$ cat src/rtl/svpwm_pkg.sv
// Shared types and constants for the SVPWM duty generator.
package svpwm_pkg;

    // sqrt(3)/2 in Q15
    localparam logic signed [15:0] K_SQRT3_2 = 16'sd28378;

    typedef enum logic [2:0] {
        ST_IDLE,
        ST_PHASE,
        ST_OFFSET,
        ST_DUTY,
        ST_DONE
    } state_t;

    typedef logic [2:0] sector_t;

    // Map N = 4*C + 2*B + A onto the SVPWM sector number; degenerate codes land in sector 1.
    function automatic sector_t sector_from_n(input logic [2:0] n);
        sector_t s;
        case (n)
            3'd3:    s = 3'd1;
            3'd1:    s = 3'd2;
            3'd5:    s = 3'd3;
            3'd4:    s = 3'd4;
            3'd6:    s = 3'd5;
            3'd2:    s = 3'd6;
            default: s = 3'd1;
        endcase
        return s;
    endfunction

endpackage

$ cat src/rtl/svpwm_sector_decode.sv
// Combinational sector decode from the three reference projections.
module svpwm_sector_decode
    import svpwm_pkg::*;
(
    input  logic signed [17:0] vref1,
    input  logic signed [17:0] vref2,
    input  logic signed [17:0] vref3,
    output logic [2:0]         sector
);

    logic [2:0] n;

    // A/B/C are "non-negative" flags, i.e. the inverted sign bits.
    assign n      = {~vref3[17], ~vref2[17], ~vref1[17]};
    assign sector = sector_from_n(n);

endmodule

$ cat src/rtl/svpwm_duty_gen.sv
// SVPWM stage: (alpha, beta) -> sector and min-max-injected compare values.
module svpwm_duty_gen
    import svpwm_pkg::*;
#(
    parameter int PERIOD = 2000,
    parameter int DUTY_W = 12
) (
    input  logic               clk,
    input  logic               rst_n,
    input  logic               in_valid,
    output logic               in_ready,
    input  logic signed [15:0] alpha,
    input  logic signed [15:0] beta,
    output logic               out_valid,
    input  logic               out_ready,
    output logic [2:0]         sector,
    output logic [DUTY_W-1:0]  duty_a,
    output logic [DUTY_W-1:0]  duty_b,
    output logic [DUTY_W-1:0]  duty_c
);

    localparam logic signed [31:0] PERIOD_S = 32'(PERIOD);
    localparam logic signed [31:0] HALF_S   = 32'(PERIOD / 2);

    // Centre the shifted phase voltage on PERIOD/2 and clamp into the counter range.
    function automatic logic [DUTY_W-1:0] scale_clamp(input logic signed [17:0] vx,
                                                       input logic signed [18:0] voff);
        logic signed [19:0]   sum;
        logic signed [31:0]   prod;
        logic signed [31:0]   duty;
        logic [DUTY_W-1:0]    res;
        sum  = 20'(vx) + 20'(voff);
        prod = 32'(sum) * PERIOD_S;
        duty = HALF_S + (prod >>> 16);
        if (duty < 0)
            res = '0;
        else if (duty > PERIOD_S)
            res = DUTY_W'(PERIOD);
        else
            res = DUTY_W'(duty);
        return res;
    endfunction

    state_t             state_q, state_d;
    logic signed [15:0] alpha_q, alpha_d;
    logic signed [15:0] beta_q, beta_d;
    logic signed [17:0] v_q [3];
    logic signed [17:0] v_d [3];
    logic signed [17:0] vref_q [3];
    logic signed [17:0] vref_d [3];
    logic signed [18:0] voff_q, voff_d;
    logic [2:0]         sec_int_q, sec_int_d;
    logic [2:0]         sector_q, sector_d;
    logic [DUTY_W-1:0]  duty_q [3];
    logic [DUTY_W-1:0]  duty_d [3];

    logic signed [31:0] kb, ka;
    logic signed [17:0] a18, b18, q18, p18;
    logic signed [17:0] vmax, vmin;
    logic signed [18:0] vsum;
    logic [2:0]         dec_sector;
    logic [DUTY_W-1:0]  duty_calc [3];

    // Rotation products of the captured sample, truncated to the 18-bit working width.
    always_comb begin
        kb  = 32'(K_SQRT3_2) * 32'(beta_q);
        ka  = 32'(K_SQRT3_2) * 32'(alpha_q);
        q18 = 18'(kb >>> 15);
        p18 = 18'(ka >>> 15);
        a18 = 18'(alpha_q);
        b18 = 18'(beta_q);
    end

    // Extremes of the three phase voltages for zero-sequence injection.
    always_comb begin
        vmax = v_q[0];
        vmin = v_q[0];
        for (int i = 1; i < 3; i++) begin
            if (v_q[i] > vmax) vmax = v_q[i];
            if (v_q[i] < vmin) vmin = v_q[i];
        end
        vsum = 19'(vmax) + 19'(vmin);
    end

    svpwm_sector_decode u_sector_decode (
        .vref1  (vref_q[0]),
        .vref2  (vref_q[1]),
        .vref3  (vref_q[2]),
        .sector (dec_sector)
    );

    genvar gi;
    generate
        for (gi = 0; gi < 3; gi++) begin : g_phase
            assign duty_calc[gi] = scale_clamp(v_q[gi], voff_q);
        end
    endgenerate

    // Next-state and handshake decode; in_ready is pure state decode gated by reset.
    always_comb begin
        state_d   = state_q;
        in_ready  = 1'b0;
        out_valid = 1'b0;
        case (state_q)
            ST_IDLE: begin
                in_ready = ~rst_n;
                if (in_valid) state_d = ST_PHASE;
            end
            ST_PHASE:  state_d = ST_OFFSET;
            ST_OFFSET: state_d = ST_DUTY;
            ST_DUTY:   state_d = ST_DONE;
            ST_DONE: begin
                out_valid = 1'b1;
                if (out_ready) state_d = ST_IDLE;
            end
            default:   state_d = ST_IDLE;
        endcase
    end

    // Datapath register updates, one pipeline step per state.
    always_comb begin
        alpha_d   = alpha_q;
        beta_d    = beta_q;
        v_d       = v_q;
        vref_d    = vref_q;
        voff_d    = voff_q;
        sec_int_d = sec_int_q;
        sector_d  = sector_q;
        duty_d    = duty_q;
        case (state_q)
            ST_IDLE: begin
                if (in_valid) begin
                    alpha_d = alpha;
                    beta_d  = beta;
                end
            end
            ST_PHASE: begin
                v_d[0]    = a18;
                v_d[1]    = -(a18 >>> 1) + q18;
                v_d[2]    = -(a18 >>> 1) - q18;
                vref_d[0] = b18;
                vref_d[1] = p18 - (b18 >>> 1);
                vref_d[2] = -p18 - (b18 >>> 1);
            end
            ST_OFFSET: begin
                voff_d    = -(vsum >>> 1);
                sec_int_d = dec_sector;
            end
            ST_DUTY: begin
                sector_d = sec_int_q;
                duty_d   = duty_calc;
            end
            default: ;
        endcase
    end

    // State and datapath registers; reset discards any sample in flight.
    always_ff @(posedge clk) begin
        if (rst_n) begin
            state_q   <= ST_IDLE;
            alpha_q   <= '0;
            beta_q    <= '0;
            voff_q    <= '0;
            sec_int_q <= '0;
            sector_q  <= '0;
            for (int i = 0; i < 3; i++) begin
                v_q[i]    <= '0;
                vref_q[i] <= '0;
                duty_q[i] <= '0;
            end
        end else begin
            state_q   <= state_d;
            alpha_q   <= alpha_d;
            beta_q    <= beta_d;
            voff_q    <= voff_d;
            sec_int_q <= sec_int_d;
            sector_q  <= sector_d;
            for (int i = 0; i < 3; i++) begin
                v_q[i]    <= v_d[i];
                vref_q[i] <= vref_d[i];
                duty_q[i] <= duty_d[i];
            end
        end
    end

    assign sector = sector_q;
    assign duty_a = duty_q[0];
    assign duty_b = duty_q[1];
    assign duty_c = duty_q[2];

endmodule

$ cat config.mk
export PLATFORM = sky130hd
export DESIGN_NAME = svpwm_duty_gen
export DESIGN_NICKNAME = d
export VERILOG_FILES = /design/src/rtl/svpwm_pkg.sv /design/src/rtl/svpwm_sector_decode.sv /design/src/rtl/svpwm_duty_gen.sv
export SDC_FILE = /design/constraint.sdc
export NUM_CORES = 2
export LEC_CHECK = 0
export ABC_AREA = 1
export BUFFER_PORTS_ARGS = -buffer_cell sky130_fd_sc_hd__buf_2
export CAP_MARGIN = 20
export CORE_MARGIN = 10
export CORE_UTILIZATION = 35
export DETAILED_ROUTE_END_ITERATION = 12
export HOLD_SLACK_MARGIN = 0.15
export PLACE_DENSITY_LB_ADDON = 0.2
export REMOVE_ABC_BUFFERS = 1
export SYNTH_ARGS = -nofsm -noshare
export SYNTH_HDL_FRONTEND = slang
export SYNTH_SLANG_ARGS = --single-unit
$ cat constraint.sdc
create_clock -name clk -period 7.65 [get_ports clk]
set_input_delay 1.53 -clock clk [delete_from_list [all_inputs] [get_ports clk]]
set_output_delay 1.53 -clock clk [all_outputs]
set_load 0.005 [all_outputs]
==> flow_summary.json <==
{
  "ys_types": 66,
  "yosys_warnings": 0,
  "crit_family": "adder cells",
  "synth-async-reset-ratio_pct": 0,
  "fill_cells": 10500,
  "crit_required_ns": 8.04,
  "cp_slowest_cell": "fa_1",
  "crit_path_frequent_cell": "fa_1",
  "cts_tree": "built",
  "gp_congestion": 0.900,
  "m1WireLength_um": 43600,
  "slew-limit-headroom_pct": 33.7,
  "coreArea_sq_um": 100000,
  "viasPerCell": 4.65,
  "wl_per_cell_um": 15.1,
  "drt-pass1-iter-count": 5,
  "drc": 0,
  "fin_setup_tns_ns": 0,
  "synth_area_leaders": "fa_1, ha_1, inv_1, dfxtp_1, nand2_1",
  "diodes": 0,
  "grt_pass1_wl_um": 149000,
  "clockRootBuffer": "clkbuf_16",
  "grt_overflow": 0,
  "synth_top_area_share_pct": 24.7,
  "setup_viol": 0,
  "dominantRegCellSynth": "dfxtp_1",
  "hold_violations": 0,
  "finalCritPeriodShare_pct": 95.1,
  "postSynthCellCount": 4482,
  "hp-class": "register to register",
  "ys_seq_area_share_pct": 8.45,
  "cp_data_arrival_time_ns": 7.66,
  "drive_gt1_share_pct": 13.9,
  "antenna_found_initial": 1,
  "final_nets": 5819,
  "io_buffers": 76,
  "drtIter0Drc": 1145,
  "path_clk_slew_ns": 0.07,
  "cts_hold_buf": 0,
  "critPathLaunchType": "register",
  "pre_cts_ws_ns": -0.117,
  "synth-seq-cells": 150,
  "final_cell_mix": "inv_1, nand2_1, ha_1, fa_1, a21oi_1",
  "critPathKind": "register to register",
  "top_layer": "met4",
  "start_util_pct": 35.4,
  "syn_avg_cell_area_sq_um": 7.93,
  "rsz0062_at_grt": "true",
  "grt_pass1_vias": 28400,
  "rows": 116,
  "final_common_cell": "inv_1",
  "reg2regPathDepth": 34,
  "dr_wl_met2_um": 42900,
  "antenna_left": 0,
  "cts-buffers-inserted": 17,
  "dr_wl_met3_um": 3070,
  "dieArea_sq_um": 115000,
  "io_pins": 77,
  "die-width_um": 339,
  "hold_depth": 2,
  "clk_latency_ns": 0.50,
  "wl_um": 92000,
  "grt_max_degree": 80,
  "die_y_um": 339,
  "synth_edf_count": 0,
  "clock-skew-final_ns": 0.0151,
  "vias": 28300,
  "clock_path_buffers": 2,
  "maxCapViolCount": 0,
  "final_max_slew_viol_count": 0,
  "dpl.hpwl_um": 80500,
  "critPathMaxStageDelay_ns": 0.54,
  "critical_path.max_fanout": 4,
  "htreeDepth": 4,
  "fmax_mhz": 137,
  "worstMarginPinSlew_ns": 0.995,
  "path_buf_inv": 6,
  "yosys.area.top_type": "fa_1",
  "post_synth_instance_area_sq_um": 35500,
  "setup_slack_ns": 0.377,
  "syn_to_final_growth_pct": 14.7,
  "cts.sinks": 150,
  "fin_crit_ns": 7.27,
  "grt_usage_pct": 15.9,
  "final_core_util_pct": 40.6,
  "outcome": "completed",
  "worstSetupPathDepth": 34,
  "end_kind": "register"
}
-- layout make-up --
class | count | area [sq um] | area share (%)
clock buffer | 17 | 425 | 1.04
timing repair buffer | 289 | 2020 | 4.95
tap | 1357 | 1700 | 4.17
clock inverter | 15 | 184 | 0.451
multi-input combinational | 3181 | 29300 | 71.9
sequential | 150 | 3040 | 7.45
inverter | 1089 | 4090 | 10.0
-- cell usage after synthesis (13+ instances only) --
| master | instances |
|---|---|
| a21o_1 | 15 |
| a21oi_1 | 342 |
| clkbuf_1 | 54 |
| dfxtp_1 | 150 |
| fa_1 | 438 |
| ha_1 | 617 |
| inv_1 | 1073 |
| inv_2 | 16 |
| nand2_1 | 618 |
| nand2_2 | 17 |
| nand3_1 | 123 |
| nand3_2 | 18 |
| nand4_1 | 58 |
| nor2_1 | 161 |
| nor2_2 | 13 |
| nor3_1 | 25 |
| o211ai_1 | 17 |
| o21ai_0 | 245 |
| o21ai_1 | 13 |
| o21bai_1 | 49 |
| xnor2_1 | 67 |
| xor2_1 | 179 |
-- flip-flops by register name, indices dropped and copies added (netlist names) --
signal     cells
state_q        3
voff_q        19
duty_c        12
sector         3
duty_a        12
beta_q        16
duty_b        12
sec_int_q      3
vref_q         3
alpha_q       16
v_q           51
-- final timing paths --
| path | endpoint | from | slack, ns |
|---|---|---|---|
| min | duty_a[11]$_SDFFE_PP0P_ | duty_a[11]$_SDFFE_PP0P_ | 0.43 |
| max | v_q[32]$_SDFFE_PP0P_ | beta_q[5]$_SDFFE_PP0P_ | 0.38 |
| max reg2reg | v_q[32]$_SDFFE_PP0P_ | beta_q[5]$_SDFFE_PP0P_ | 0.38 |
| min reg2reg | duty_a[11]$_SDFFE_PP0P_ | duty_a[11]$_SDFFE_PP0P_ | 0.43 |
-- logic make-up after synthesis --
logic type / Yosys count / share of synthesized area (%)
buffers and inverters: 1152 / 12.3
DFF: 150 / 8.45
adders and majority gates: 1059 / 46.5
and+or+nand+nor: 1094 / 13.9
xor gates and xnor gates: 256 / 6.59
AOI/OAI and AO/OA: 771 / 12.3
-- tightest hold or removal path, cell delays in order, from the launching register on --
cell	delay, ns
dfxtp_1	0.31
nand2_1	0.06
nor2_1	0.03
-- what timing repair did --
item / 4_1_cts / 5_1_grt
cloned: 0 / 2
pin swaps: 2 / 100
gates resized for setup: 5 / 249
endpoints found under the setup margin: 12 / 49
buffers inserted: 0 / 36
-- layer usage --
layer  track usage [%]  vias up
li1                  -    14700
met1              21.3    13200
met2              26.8      362
met3              2.22       74
met4              4.24        0
met5                 0        -
-- per-stage QoR --
| step | instances | area (sq um) | hold slack, ns |
|---|---|---|---|
| floorplan | 4419 | 35300 | 0.435 |
| global placement | 6027 | 38700 | 0.423 |
| detailed placement | 6028 | 38700 | 0.426 |
| CTS | 6060 | 39300 | 0.439 |
| global route | 6098 | 40800 | 0.459 |
| finish | 6098 | 40800 | 0.434 |
Power is not shown: default switching activity piles up to over one toggle a cycle in this logic, so the estimate is an artifact.
